## src/rtl/load_store_unit.sv

```systemverilog
// Load/store unit: one byte-addressed access per handshake against a word-addressed,
// single-port data memory, with read-modify-write for sub-word stores.
module load_store_unit #(
    parameter int DATA_WIDTH = 32,
    parameter int ADDR_WIDTH = 4
) (
    input  logic                  clk,
    input  logic                  rst,
    input  logic                  req_valid,
    output logic                  req_ready,
    input  logic                  req_we,
    input  logic [2:0]            req_size,
    input  logic [31:0]           req_addr,
    input  logic [DATA_WIDTH-1:0] req_wdata,
    output logic                  resp_valid,
    input  logic                  resp_ready,
    output logic [DATA_WIDTH-1:0] resp_rdata,
    output logic                  resp_err,
    output logic [ADDR_WIDTH-1:0] mem_addr,
    output logic [DATA_WIDTH-1:0] mem_data_in,
    output logic                  mem_we,
    output logic                  mem_re,
    input  logic [DATA_WIDTH-1:0] mem_data_out
);

    typedef enum logic [2:0] {
        S_IDLE     = 3'd0,
        S_LOAD     = 3'd1,
        S_RMW_READ = 3'd2,
        S_STORE    = 3'd3,
        S_RESP     = 3'd4
    } state_t;

    state_t                state_q, state_d;
    logic [2:0]            size_q, size_d;
    logic [1:0]            off_q, off_d;
    logic [DATA_WIDTH-1:0] wdata_q, wdata_d;
    logic [ADDR_WIDTH-1:0] mem_addr_q, mem_addr_d;
    logic [DATA_WIDTH-1:0] mem_data_in_q, mem_data_in_d;
    logic                  mem_we_q, mem_we_d;
    logic                  mem_re_q, mem_re_d;
    logic                  req_ready_q, req_ready_d;
    logic                  resp_valid_q, resp_valid_d;
    logic [DATA_WIDTH-1:0] resp_rdata_q, resp_rdata_d;
    logic                  resp_err_q, resp_err_d;

    // Upper address bits wrap modulo memory size and are deliberately dropped.
    logic addr_unused_s;
    assign addr_unused_s = ^req_addr[31:ADDR_WIDTH+2];

    function automatic logic req_bad(input logic we, input logic [2:0] size, input logic [1:0] off);
        logic bad;
        case (size)
            3'b000:  bad = 1'b0;
            3'b001:  bad = off[0];
            3'b010:  bad = (off != 2'b00);
            3'b100:  bad = we;
            3'b101:  bad = we | off[0];
            default: bad = 1'b1;
        endcase
        return bad;
    endfunction

    function automatic logic [DATA_WIDTH-1:0] extract_load(input logic [DATA_WIDTH-1:0] word,
                                                            input logic [2:0] size,
                                                            input logic [1:0] off);
        logic [7:0]            b;
        logic [15:0]           h;
        logic [DATA_WIDTH-1:0] r;
        b = word[{off, 3'b000} +: 8];
        h = off[1] ? word[31:16] : word[15:0];
        case (size)
            3'b000:  r = {{24{b[7]}}, b};
            3'b001:  r = {{16{h[15]}}, h};
            3'b010:  r = word;
            3'b100:  r = {24'h000000, b};
            3'b101:  r = {16'h0000, h};
            default: r = 32'h0000_0000;
        endcase
        return r;
    endfunction

    function automatic logic [DATA_WIDTH-1:0] merge_store(input logic [DATA_WIDTH-1:0] word,
                                                           input logic [DATA_WIDTH-1:0] wdata,
                                                           input logic [2:0] size,
                                                           input logic [1:0] off);
        logic [DATA_WIDTH-1:0] r;
        r = word;
        case (size)
            3'b000: r[{off, 3'b000} +: 8] = wdata[7:0];
            3'b001: begin
                if (off[1]) begin
                    r[31:16] = wdata[15:0];
                end else begin
                    r[15:0] = wdata[15:0];
                end
            end
            default: r = wdata;
        endcase
        return r;
    endfunction

    // Next-state and next-output computation; all outputs are registered.
    always_comb begin
        state_d       = state_q;
        size_d        = size_q;
        off_d         = off_q;
        wdata_d       = wdata_q;
        mem_addr_d    = mem_addr_q;
        mem_data_in_d = mem_data_in_q;
        mem_we_d      = mem_we_q;
        mem_re_d      = mem_re_q;
        req_ready_d   = req_ready_q;
        resp_valid_d  = resp_valid_q;
        resp_rdata_d  = resp_rdata_q;
        resp_err_d    = resp_err_q;
        case (state_q)
            S_IDLE: begin
                if (req_valid) begin
                    size_d      = req_size;
                    off_d       = req_addr[1:0];
                    wdata_d     = req_wdata;
                    mem_addr_d  = req_addr[ADDR_WIDTH+1:2];
                    req_ready_d = 1'b0;
                    if (req_bad(req_we, req_size, req_addr[1:0])) begin
                        state_d      = S_RESP;
                        resp_valid_d = 1'b1;
                        resp_err_d   = 1'b1;
                        resp_rdata_d = 32'h0000_0000;
                    end else if (!req_we) begin
                        state_d  = S_LOAD;
                        mem_re_d = 1'b1;
                    end else if (req_size == 3'b010) begin
                        state_d       = S_STORE;
                        mem_we_d      = 1'b1;
                        mem_data_in_d = req_wdata;
                    end else begin
                        state_d  = S_RMW_READ;
                        mem_re_d = 1'b1;
                    end
                end else begin
                    req_ready_d = 1'b1;
                end
            end
            S_LOAD: begin
                mem_re_d     = 1'b0;
                resp_rdata_d = extract_load(mem_data_out, size_q, off_q);
                resp_err_d   = 1'b0;
                resp_valid_d = 1'b1;
                state_d      = S_RESP;
            end
            S_RMW_READ: begin
                // Drop read before raising write so the two enables never overlap.
                mem_re_d      = 1'b0;
                mem_we_d      = 1'b1;
                mem_data_in_d = merge_store(mem_data_out, wdata_q, size_q, off_q);
                state_d       = S_STORE;
            end
            S_STORE: begin
                mem_we_d     = 1'b0;
                resp_rdata_d = 32'h0000_0000;
                resp_err_d   = 1'b0;
                resp_valid_d = 1'b1;
                state_d      = S_RESP;
            end
            S_RESP: begin
                if (resp_ready) begin
                    resp_valid_d = 1'b0;
                    resp_rdata_d = 32'h0000_0000;
                    resp_err_d   = 1'b0;
                    req_ready_d  = 1'b1;
                    state_d      = S_IDLE;
                end else begin
                    state_d = S_RESP;
                end
            end
            default: begin
                state_d      = S_IDLE;
                mem_we_d     = 1'b0;
                mem_re_d     = 1'b0;
                resp_valid_d = 1'b0;
                resp_rdata_d = 32'h0000_0000;
                resp_err_d   = 1'b0;
                req_ready_d  = 1'b1;
            end
        endcase
    end

    // State and output registers with asynchronous reset.
    always_ff @(posedge clk or posedge rst) begin
        if (rst) begin
            state_q       <= S_IDLE;
            size_q        <= 3'b000;
            off_q         <= 2'b00;
            wdata_q       <= 32'h0000_0000;
            mem_addr_q    <= '0;
            mem_data_in_q <= 32'h0000_0000;
            mem_we_q      <= 1'b0;
            mem_re_q      <= 1'b0;
            req_ready_q   <= 1'b1;
            resp_valid_q  <= 1'b0;
            resp_rdata_q  <= 32'h0000_0000;
            resp_err_q    <= 1'b0;
        end else begin
            state_q       <= state_d;
            size_q        <= size_d;
            off_q         <= off_d;
            wdata_q       <= wdata_d;
            mem_addr_q    <= mem_addr_d;
            mem_data_in_q <= mem_data_in_d;
            mem_we_q      <= mem_we_d;
            mem_re_q      <= mem_re_d;
            req_ready_q   <= req_ready_d;
            resp_valid_q  <= resp_valid_d;
            resp_rdata_q  <= resp_rdata_d;
            resp_err_q    <= resp_err_d;
        end
    end

    assign req_ready   = req_ready_q;
    assign resp_valid  = resp_valid_q;
    assign resp_rdata  = resp_rdata_q;
    assign resp_err    = resp_err_q;
    assign mem_addr    = mem_addr_q;
    assign mem_data_in = mem_data_in_q;
    assign mem_we      = mem_we_q;
    assign mem_re      = mem_re_q;

endmodule

```

## config.mk

```make
export PLATFORM = sky130hd
export DESIGN_NAME = load_store_unit
export DESIGN_NICKNAME = d
export VERILOG_FILES = /design/src/rtl/load_store_unit.sv
export SDC_FILE = /design/constraint.sdc
export NUM_CORES = 1
export LEC_CHECK = 0
export BUFFER_PORTS_ARGS = -buffer_cell sky130_fd_sc_hd__buf_2
export CORE_MARGIN = 5
export CORE_UTILIZATION = 50
export DETAILED_ROUTE_END_ITERATION = 8
export HOLD_SLACK_MARGIN = 0.12
export PLACE_DENSITY = 0.77
export SYNTH_ARGS = -nofsm -noshare
export SYNTH_HDL_FRONTEND = slang
export SYNTH_SLANG_ARGS = --single-unit
```

## constraint.sdc

```tcl
create_clock -name clk -period 4.2 [get_ports clk]
set_input_delay 0.21 -clock clk [delete_from_list [all_inputs] [get_ports clk]]
set_output_delay 0.21 -clock clk [all_outputs]
set_load 0.1 [all_outputs]
```

# Word level (Yosys, flattened, before mapping)
# Index checks and enable logic that the tools add are counted.
# classes
bitwise	5
n_reduce_logical	15
n_eq_ne	19
add_sub_neg	1
n_mux	42
shifts	3
# op_table
op	n
two-way mux 32 bit	7
one-hot mux 32 bit (5 select lines)	1
one-hot mux 32 bit (2 select lines)	2
one-hot mux 32 bit (4 select lines)	1
two-way mux 16 bit	3
bitwise mux 32 bit	1
variable shift 8 x 7 -> 32 bit (first input constant)	1
indexed part select 32 x 6 -> 8 bit	1
indexed part select 8 x 7 -> 32 bit	1
two-way mux 1 bit	16
== test 3 bit (second input constant)	5
== test 3 x 2 -> 1 bit (second input constant)	4
one-hot mux 3 bit (4 select lines)	1
inequality test 2 bit (second input constant)	5
AND reduction 5 bit	2
== test 3 x 1 -> 1 bit (second input constant)	3
logical NOT 3 bit	3
two-way mux 3 bit	3
one-hot mux 1 bit (3 select lines)	3
AND reduction 4 bit	2
negation 5 -> 7 bit	1
OR reduction 2 bit	3
one-hot mux 1 bit (5 select lines)	1
inverter 1 bit	4
9 further kinds	11
# totals
regBits	113
wordCells	97
input_bits	104
output_inout_bits	73

# Logic depth before layout (Yosys ltp)
# Gate-level depths: netlist of run 1.
# depth
depth_word	7
mapped_depth	10
mapped_depth_nobuf	6

# Least setup slack after synthesis of run 1
# OpenSTA, ideal clock, no wires.
# synth_timing
kind	reg-to-reg
from	register off_q[1]
to	register mem_data_in_q[10], in the netlist mem_data_in[10]
path_slack_ps	1836
setup_time_ps	128
arrival_ps	2236
t_required_ps	4072
period_less_slack_ps	2364
path_stages_with_launch	11
n_path_buf	4
cell_sequence	dfrtp_1 -> buf_2 -> inv_1 -> buf_2 -> ha_1 -> clkbuf_1 -> and3b_1 -> buf_1 -> a31o_2 -> a221oi_1 -> o2bb2ai_1
# synth_between
elab_chain_len	5
elab_cells_between_ends	7
classes_between	add/sub (1); shift (2); mux (4)
# synth_rtl
item	line_no	text
start, declared	36	logic [1:0] off_q, off_d;
start signal, assigned	194	off_q <= 2'b00;
start signal, assigned	207	off_q <= off_d;
negation 5 -> 7 bit	90	3'b000: r[{off, 3'b000} +: 8] = wdata[7:0];
indexed part select 8 x 7 -> 32 bit or variable shift 8 x 7 -> 32 bit (tied branches)	90	
bitwise mux 32 bit	90	
one-hot mux 32 bit (2 select lines) *	89	case (size)
one-hot mux 32 bit (2 select lines) *	117	case (state_q)
end signal, assigned	210	mem_data_in_q <= mem_data_in_d;
end, declared	39	logic [DATA_WIDTH-1:0] mem_data_in_q, mem_data_in_d;
# Mark *: on every way between the ends. The rest lies on a longest branch, timed or not.
# A chain may end at the register's enable or synchronous reset.

# Worst setup path after layout of run 1
# layout_timing
from	register off_q[1]
to	register mem_data_in_q[26], in the netlist mem_data_in[26]
# The elaborated chain is that of the path after synthesis.

==> results.md, run 1 <==
- Outcome: finished, violations left
- Violations in the final reports: capacitance limit
- Routed Antenna Nets: 0
- Async SR Flop Fraction: 100%
- Slew @ Worst Pin: ~1.5 ns
- HP Class: in -> reg
- Yosys warning count: 0
- Final setup fails: 0
- Critical path's top delay family: simple AND/OR/NAND/NOR gates
- Worst path cell trace: buf_4, inv_1, ha_1, nor4bb_1, a221o_1, a221oi_1, a31oi_1
- Final min period: 3.51 ns
- Hold EP: size_q[0]
- Max frequency: roughly 280 MHz
- Critical-path maximum fanout: 27
- Largest net degree at the start of global routing: 78
- # DRC: 0
- Clock latency at the later pin of the worst-skew pair: ~0.42 ns
- Metal2 WL: ~9400 um
- Die Y: 123 um
- Lkg Pwr: around 3.8 nW
- CP max stage delay: 1.24 ns
- Setup CP Type: reg -> reg
- Final Max Tran Viols: 0
- Top Metal Used: met4
- Setup crit end kind: register
- Hold WS: approximately 0.14 ns
- Sequential share of the synthesized area: between 40% and 50%
- Clock transition at path regs: ~0.050 ns
- Synthesis-stage register bit count: around 110
- CP required: 4.53 ns
- Post CTS Setup Buffer Count: 0
- Setup crit start kind: register
- Crit path buf inv count: 2
- Maximum vdd ir drop: roughly 610 uV
- Avg Synthesized Cell Area: around 11 um2
- Worst r2r src: off_q[1]
- DP Wirelength: roughly 14,000 um
- Hold Startpoint: req_size[0]
- Starting DRT DRC Count: just under 700
- Worst Path Arrival: 3.85 ns
- Met3 wire len: 1850 um
- Row count: 41
- Routed len/inst: ~22 um
- Final WL: 20,500 um
- Reg2Reg Depth: 7
- Post_cts resized: 0
- CTS Hold Bufs: 42
- Syn Inst Count: 582
- R2r endpoint: mem_data_in[26]
- TritonCTS Buffers: 17
- Main flop type after synthesis: dfrtp_1
- Cells on Worst Hold Path: 2
- Max_slew headroom: less than 1%
- Share of cells above drive strength 1: roughly 34%
- Clock skew: roughly 0.0052 ns
- Core ar.: around 0.013 mm2
- Grt ovf: 0
- Slowest-stage cell, CP: nor4bb_1
- Overall Power: between 7 and 8 mW
- Sink Count: about 110
- Net Count, Synth: 691
- Initial Util: 50.9%
- Routed vias: between 5,000 and 6,000
- Pwr dens: 963 mW/mm2
- Final hold vios: 0
- CTS H-Tree Depth: 4
- I/O Buffers: 150
- GP Congestion: slightly above 0.9
- Vias/cell: 6.36
- RSZ-0062 raised after global routing: no
- Routed met1 length: 8600 um
- Vias in the first global route: 5,818
- Ant diodes: 0
- EDFF count, synth: 0
- Final setup margin: 0.689 ns
- Fin util: 66.0%
- Drt pass-1 iters: 6
- Area grow syn2layout: 29.5%
- Initial antenna violation count: 0
- Clock Path Buffers: 2
- Post-Syn Area: about 0.0064 mm2
- First-pass GRT wire length: ~32,000 um
- Die area: around 0.015 mm2
- GRT Overall Usage: around 28%
- Nets: approximately 860
- Clk root buf: clkbuf_16
- R2r setup slk: around 0.69 ns
- CTS tree: built
- Setup_tns: 0 ns
- Pre-CTS WS: between 0.7 and 0.8 ns
- Final Cycle Share: between 80 and 90%
- Unique masters post-synth: 58
- Fill cells: 979
- Die Wd: between 100 and 150 um
- # IOs: ~180
- Max Cap Viol: 1
worst register-to-register path: stages (launching register included):
cell      delay [ns]
dfrtp_1         0.33
buf_4           0.34
inv_1           0.39
ha_1            0.54
nor4bb_1        1.24
a221o_1         0.32
a221oi_1        0.08
a31oi_1         0.19
power by group:
group / total [mW] / switching, mW / internal (mW) / leakage [nW]
Clock: 1.72 / 0.506 / 1.21 / 0.347
Sequential: 2.02 / 0.480 / 1.54 / 1.40
Combinational: 4.24 / 3.12 / 1.12 / 2.05
layout by cell type (no fill, tap or decap), types with 6 or more instances in the layout:
| cell type | count |
|---|---|
| buf_2 | 150 |
| inv_1 | 16 |
| o32ai_1 | 9 |
| a22oi_1 | 20 |
| a21o_1 | 10 |
| a21oi_1 | 38 |
| a222oi_1 | 8 |
| o21ai_0 | 6 |
| mux2_2 | 42 |
| and3_1 | 7 |
| mux2i_1 | 33 |
| o2bb2ai_1 | 40 |
| dfrtp_1 | 112 |
| nand2_1 | 41 |
| clkbuf_16 | 17 |
| nor2_1 | 8 |
| dlygate4sd3_1 | 42 |
| a221oi_1 | 32 |
| a221o_1 | 24 |
| nor2b_1 | 10 |
| bufinv_16 | 7 |
| buf_4 | 11 |
| a31o_2 | 8 |
flip-flops by register name (all words and copies together), names as in the netlist, 2 cells and up:
signal,cells
wdata_q,32
mem_data_in,32
size_q,3
mem_addr,4
state_q,3
resp_rdata,32
off_q,2
cell families after synthesis:
logic type / synth area share, %
adders and majority gates: 0.977
DFF: 44.2
and+or+nand+nor: 8.07
muxes: 13.8
buffers and inverters: 5.61
AOI/OAI and AO/OA: 27.4
metrics by stage:
stage,cell area [um2],instances
floorplan,6400,582
global placement,7170,861
detailed placement,7170,861
CTS,8290,935
global route,8290,935
finish,8290,935
layout make-up:
class                   instances  area (um2)  share of cell area [%]
flip-flops and latches        113        2830                    34.1
multi-input cells             398        3230                    38.9
repair buffers                203        1250                    15.1
clock buffers                  21         470                    5.67
clock inverters                11         230                    2.78
inverters                      17        66.3                   0.800
well taps                     172         215                    2.60
cells in the mapped netlist (9+ instances only):
master / count / area, um2
a221oi_1: 32 / 280
a221o_1: 24 / 240
clkbuf_1: 19 / 71.3
a21o_1: 10 / 75.1
mux2_2: 42 / 473
dfrtp_1: 112 / 2800
inv_1: 17 / 63.8
a21oi_1: 38 / 190
o32ai_1: 9 / 78.8
nand2_1: 41 / 154
a22oi_1: 20 / 150
mux2i_1: 33 / 330
buf_2: 20 / 100
nor2b_1: 10 / 62.6
o2bb2ai_1: 40 / 350
per-layer routing:
layer	vias up	global-route usage [%]
met4	0	10.7
met1	2911	37.6
li1	2635	-
met3	55	7.00
met2	349	42.2
met5	-	0
worst max path at each step:
stage               startpoint              end  cells past startpoint
floorplan                  rst      mem_addr[0]                      1
global placement      off_q[1]  mem_data_in[26]                      7
detailed placement    off_q[1]  mem_data_in[29]                      7
CTS                   off_q[1]  mem_data_in[26]                      7
global route          off_q[1]  mem_data_in[26]                      7
finish                off_q[1]  mem_data_in[26]                      7
Power figures use the tool's default switching activity.
==> run 2, diff against run 1 <==
--- a/config.mk
+++ b/config.mk
@@ -5,9 +5,10 @@
 export SDC_FILE = /design/constraint.sdc
 export NUM_CORES = 1
 export LEC_CHECK = 0
+export ABC_AREA = 1
 export BUFFER_PORTS_ARGS = -buffer_cell sky130_fd_sc_hd__buf_2
 export CORE_MARGIN = 5
-export CORE_UTILIZATION = 50
+export CORE_UTILIZATION = 49
 export DETAILED_ROUTE_END_ITERATION = 8
 export HOLD_SLACK_MARGIN = 0.12
 export PLACE_DENSITY = 0.77
==> constraint.sdc (replaced) <==
create_clock -name clk -period 2.8 [get_ports clk]
set_input_delay 0.14 -clock clk [delete_from_list [all_inputs] [get_ports clk]]
set_output_delay 0.14 -clock clk [all_outputs]
set_load 0.1 [all_outputs]
==> results.md, run 2 <==
- Outcome: finished, final reports clean
- GP Congestion: ~0.99
- Die Y: 132 um
- Clock Path Buffers: 2
- Largest net degree at the start of global routing: roughly 110
- Vias in the first global route: between 7,000 and 8,000
- Clock skew: 0.00644 ns
- I/O Buffers: 150
- Top post-synthesis cells by count: nand2_1, nor2_1, dfrtp_1, inv_1, nand3_1
- Vias/cell: between 5 and 6
- GRT Overall Usage: between 20% and 30%
- CP max stage delay: around 0.56 ns
- Nets: roughly 1,500
- CTS H-Tree Depth: 4
- Share of cells above drive strength 1: 15.9%
- # IOs: 177
- Initial Util: 50.0%
- Clk root buf: clkbuf_16
- Dominant cells by area after synthesis: dfrtp_1, nand2_1, nor2_1, nand3_1, inv_1
- Crit-path most repeated cell: nand2_1
- Net Count, Synth: between 1,000 and 1,500
- # DRC: 0
- Synthesis-stage register bit count: 113
- Hold Startpoint: mem_data_out[23]
- Avg Synthesized Cell Area: between 6 and 7 um2
- Routed vias: about 8,000
- Setup crit end kind: register
- HP Class: in -> reg
- Slowest-stage cell, CP: dfrtp_1
- Multi-input gate area: approximately 0.0037 mm2
- CTS tree: built
- EDFF count, synth: 0
- Final hold vios: 0
- Worst path cell trace: inv_2, buf_4, nor2_1, o21ai_1, nand3b_2, nand3_1, nand2_1, nand2_1
- Post_cts resized: 0
- Commonest non-fill, non-tap cell in the layout: nand2_1
- Post-Syn Area: roughly 0.0073 mm2
- Syn Inst Count: between 1,000 and 1,500
- Final Cycle Share: roughly four fifths
- Post-synth top area cell: dfrtp_1
- TritonCTS Buffers: 17
- Slew @ Worst Pin: 0.734 ns
- Max_slew headroom: approximately half
- Clock latency at the later pin of the worst-skew pair: about 0.42 ns
- Setup CP Type: reg -> reg
- Area grow syn2layout: 28.3%
- Setup_tns: 0 ns
- Lkg Pwr: ~5.4 nW
- Routed len/inst: 15.0 um
- Setup crit start kind: register
- Initial antenna violation count: 0
- Row count: 44
- Worst Path Arrival: between 2 and 3 ns
- Critical-path maximum fanout: 33
- Yosys warning count: 0
- Sink Count: approximately 110
- Routed Antenna Nets: 0
- Hold EP: resp_rdata[23]
- Max frequency: roughly 440 MHz
- RSZ-0062 raised after global routing: no
- Pwr dens: around 1400 mW/mm2
- Cells on Worst Hold Path: 5
- DP Wirelength: roughly 16,000 um
- Final min period: between 2 and 2.5 ns
- Reg2Reg Depth: 8
- Worst r2r src: off_q[1]
- Grt ovf: 0
- Most frequent cell after synthesis: nand2_1
- First-pass GRT wire length: around 38,000 um
- Maximum vdd ir drop: roughly 1200 uV
- Fill cells: ~1,400
- R2r setup slk: 0.53 ns
- Final Max Tran Viols: 0
- Post-synth top area share: between 30% and 40%
- CP required: approximately 3.2 ns
- Drt pass-1 iters: 6
- FF+latch area: 0.00283 mm2
- Sequential share of the synthesized area: roughly 39%
- Async SR Flop Fraction: 100%
- Die Wd: 132 um
- Most frequent cells in the layout: nand2_1, nor2_1, buf_2
- Final setup fails: 0
- Overall Power: between 10 and 15 mW
- Die area: 0.0174 mm2
- R2r endpoint: resp_rdata[10]
- Starting DRT DRC Count: about 760
- Unique masters post-synth: 28
- Max Cap Viol: 0
- Main flop type after synthesis: dfrtp_1
- Ant diodes: 0
- Core ar.: ~0.015 mm2
- Final WL: 23,400 um
- Clock transition at path regs: 0.05 ns
run 2: cell types whose count changed after synthesis, sizes merged, moves of 45 or more:
cell   previous run  this run
mux2             45         0
inv              17       113
nand3             0        80
o21ai             8        71
nand2            41       529
nor2              9       174
run 2: through the flow:
stage | util [%] | hold slack [ns] | std cells | area [um2] | setup WS (ns)
after floorplan | - | 0.250 | 1177 | 7270 | 0.853
after CTS | 64.1 | 0.123 | 1560 | 9320 | 0.542
final | 64.1 | 0.150 | 1560 | 9320 | 0.528
after global routing | 64.1 | 0.159 | 1560 | 9320 | 0.335
after global placement | 55.5 | 0.333 | 1466 | 8070 | 0.610
after detailed placement | 55.5 | 0.341 | 1466 | 8070 | 0.554
run 2: cell families (layout without fill, tap and decap cells):
kind of cell	after synthesis	after routing	synth area share [%]
AO/OA/AOI/OAI	100	100	7.06
adder cells (fa/ha/maj)	5	5	0.861
buffers and inverters	172	371	9.90
flip-flops	113	113	38.9
AND/OR/NAND/NOR	787	787	43.2
run 2: worst max path at each step:
stage | startpoint | slack (ns) | cells after the start | end
final | off_q[1] | 0.53 | 8 | resp_rdata[10]
after global routing | off_q[1] | 0.33 | 8 | resp_rdata[11]
after CTS | off_q[1] | 0.54 | 8 | resp_rdata[9]
after detailed placement | off_q[1] | 0.55 | 8 | resp_rdata[9]
after global placement | off_q[1] | 0.61 | 8 | resp_rdata[30]
after floorplan | off_q[1] | 0.85 | 12 | mem_data_in[0]
run 2: critical path: cells and delay by family, from the launching register on:
family,cells,cell delay (ns)
AOI/OAI and AO/OA,1,0.21
DFF,1,0.56
buffers and inverters,2,0.54
and+or+nand+nor,5,0.89
run 2: what timing repair did:
action                     CTS  global route
buffers inserted             0             0
hold buffers                62             0
setup endpoints to repair    0             0
hold endpoints to repair   206             0
run 2: where the power goes:
group	leakage (nW)	total, mW	switching (mW)	internal, mW
Sequential	1.45	2.81	0.472	2.34
Combinational	3.62	8.25	6.49	1.76
Clock	0.301	2.26	0.748	1.51
run 2: routing by layer:
metal | up-vias | global-route usage, % | share of wire [%] | wire length (um)
met1 | 3593 | 36.4 | 44 | 10300
met2 | 340 | 43.0 | 47 | 10900
met5 | - | 0 | 0 | 0
li1 | 3954 | - | - | -
met3 | 36 | 5.50 | 7.3 | 1720
met4 | 0 | 9.20 | 2.2 | 505
run 2: cell type report:
type                    count  area share [%]
clock buffers              23            5.34
flip-flops and latches    113            30.4
inverters                 113            4.59
repair buffers            226            16.0
multi-input cells         892            39.9
clock inverters             9            1.37
well taps                 184            2.47
==> run 3, diff against run 2 <==
--- a/config.mk
+++ b/config.mk
@@ -8,10 +8,10 @@
 export ABC_AREA = 1
 export BUFFER_PORTS_ARGS = -buffer_cell sky130_fd_sc_hd__buf_2
 export CORE_MARGIN = 5
-export CORE_UTILIZATION = 49
+export CORE_UTILIZATION = 50
 export DETAILED_ROUTE_END_ITERATION = 8
 export HOLD_SLACK_MARGIN = 0.12
-export PLACE_DENSITY = 0.77
+export PLACE_DENSITY = 0.75
 export SYNTH_ARGS = -nofsm -noshare
 export SYNTH_HDL_FRONTEND = slang
 export SYNTH_SLANG_ARGS = --single-unit
==> constraint.sdc (replaced) <==
create_clock -name clk -period 2.2 [get_ports clk]
set_input_delay 0.11 -clock clk [delete_from_list [all_inputs] [get_ports clk]]
set_output_delay 0.11 -clock clk [all_outputs]
set_load 0.1 [all_outputs]
==> results.md, run 3 (synthesis gave the netlist of run 2 again) <==
- Outcome: finished, final reports clean
- Max_slew headroom: just under 60%
- Clock transition at path regs: around 0.05 ns
- GP Congestion: 0.967
- CTS tree: built
- CTS H-Tree Depth: 4
- GRT Overall Usage: between 20% and 30%
- Lkg Pwr: around 5.4 nW
- Cells on Worst Hold Path: 5
- Starting DRT DRC Count: 680
- Clk pwr share: around 15%
- Final WL: between 20,000 and 25,000 um
- CP required: roughly 2.5 ns
- Sink Count: 113
- Vias/cell: 5.06
- Most frequent cells in the layout: nand2_1, nor2_1, buf_2
- Layout Cells excl Fill: approximately 1,600
- Fill cells: around 1,300
- Post_cts resized: 0
- Maximum vdd ir drop: between 1000 and 1500 uV
- # DRC: 0
- Pre-CTS WS: around 0.31 ns
- Routed Antenna Nets: 0
- Pwr dens: about 1800 mW/mm2
- Max frequency: roughly 520 MHz
- Reg2Reg Depth: 8
- Die Wd: roughly 130 um
- Cell-internal power: 6.92 mW
- Worst Path Arrival: between 2 and 2.5 ns
- Slowest-stage cell, CP: dfrtp_1
- # IOs: ~180
- Die Y: between 100 and 150 um
- Final setup fails: 0
- Clock latency at the later pin of the worst-skew pair: ~0.43 ns
- Worst path cell trace: buf_12, nand2_1, o21ai_1, nand2_1, nand3b_2, nand3_1, nand2_1, nand2_1
- I/O Buffers: 150
- Crit-path most repeated cell: nand2_1
- Critical-path maximum fanout: 64
- Initial Util: between 50% and 60%
- Overall Power: between 15 and 20 mW
- Routed vias: between 7,000 and 8,000
- Final Cycle Share: 87.5%
- First-pass GRT wire length: around 37,000 um
- Drt pass-1 iters: 6
- Seq pwr share: 21.2%
- Setup crit end kind: register
- Vias in the first global route: about 7,400
- Setup CP Type: reg -> reg
- CTS Hold Bufs: 64
- Switching power: 9.72 mW
- Commonest non-fill, non-tap cell in the layout: nand2_1
- Nets: between 1,000 and 1,500
- Setup crit start kind: register
- Max Cap Viol: 0
- Placed insts: about 1,500
- Sw frac: roughly three fifths
- Routed len/inst: between 10 and 15 um
- Initial antenna violation count: 0
- Core ar.: about 0.014 mm2
- CP max stage delay: roughly 0.41 ns
- DP Wirelength: about 16,000 um
- Share of cells above drive strength 1: 16.0%
- Multi-input gate area: ~0.0037 mm2
- TritonCTS Buffers: 17
- Die area: 0.0170 mm2
- Slew @ Worst Pin: around 0.63 ns
- Grt ovf: 0
- Row count: 44
- HP Class: in -> reg
- Clock skew: around 0.0094 ns
- Post CTS Setup Buffer Count: 0
- Ant diodes: 0
- Final min period: approximately 1.9 ns
- Comb power frac: a little under two thirds
- RSZ-0062 raised after global routing: no
- Clk root buf: clkbuf_16
- Final Max Tran Viols: 0
- Final setup margin: around 0.27 ns
- FF+latch area: 0.00283 mm2
- Area grow syn2layout: 28.6%
- Final hold vios: 0
- Setup_tns: 0 ns
- Clock Path Buffers: 2
- Fin util: 65.0%
- Largest net degree at the start of global routing: 70
[run 3: changes by cell type in the layout (fill, tap and decap cells not counted)]
| cell | before | now |
|---|---|---|
| buf_12 | 1 | 4 |
| bufinv_16 | 3 | 1 |
| clkinv_2 | 3 | 6 |
| buf_4 | 13 | 16 |
| clkinvlp_4 | 4 | 1 |
| dlygate4sd3_1 | 62 | 64 |
| clkbuf_8 | 5 | 3 |
| clkbuf_1 | 1 | 5 |
[run 3: through the flow]
| step | hold WS, ns | cell area, um2 |
|---|---|---|
| after floorplan | 0.220 | 7270 |
| after CTS | 0.120 | 9340 |
| after global routing | 0.155 | 9340 |
| after detailed placement | 0.0629 | 8160 |
| after global placement | 0.0600 | 8160 |
| final | 0.136 | 9340 |
[run 3: critical path, delay by kind of cell (launching register included)]
family	cells	cell delay (ns)
flip-flops	1	0.41
AO/OA/AOI/OAI	1	0.17
AND/OR/NAND/NOR	6	0.96
buffers and inverters	1	0.28
[run 3: metal layers]
layer / vias up / routed length (um) / global-route usage (%)
met5: - / 0 / 0
met2: 335 / 10500 / 42.9
li1: 3977 / - / -
met1: 3559 / 10100 / 38.3
met3: 61 / 1770 / 4.67
met4: 0 / 722 / 11.1
[run 3: final timing paths]
path	slack [ns]	from	endpoint
max in group asynchronous	1.42	rst	req_ready
hold reg to reg	0.46	resp_rdata[2]	resp_rdata[2]
setup / recovery	0.27	off_q[1]	resp_rdata[11]
setup reg to reg	0.27	off_q[1]	resp_rdata[11]
min in group asynchronous	0.18	rst	resp_rdata[0]
hold / removal	0.14	req_valid	state_q[1]
[run 3: power by group through the flow]
stage	Combinational, mW	Clock (mW)	Sequential (mW)
6_report	10.6	2.55	3.53
5_1_grt	11.5	2.69	3.63
4_1_cts	10.5	2.58	3.52
3_5_place_dp	10.4	0	3.54
3_3_place_gp	10.3	0	3.52
2_1_floorplan	4.75	0	7.23
[run 3: cell type report]
cell class	instances	share of cell area [%]
tap	184	2.46
timing repair buffer	234	17.0
clock inverter	7	0.643
clock buffer	25	5.20
sequential	113	30.3
inverter	113	4.58
multi-input combinational	892	39.8
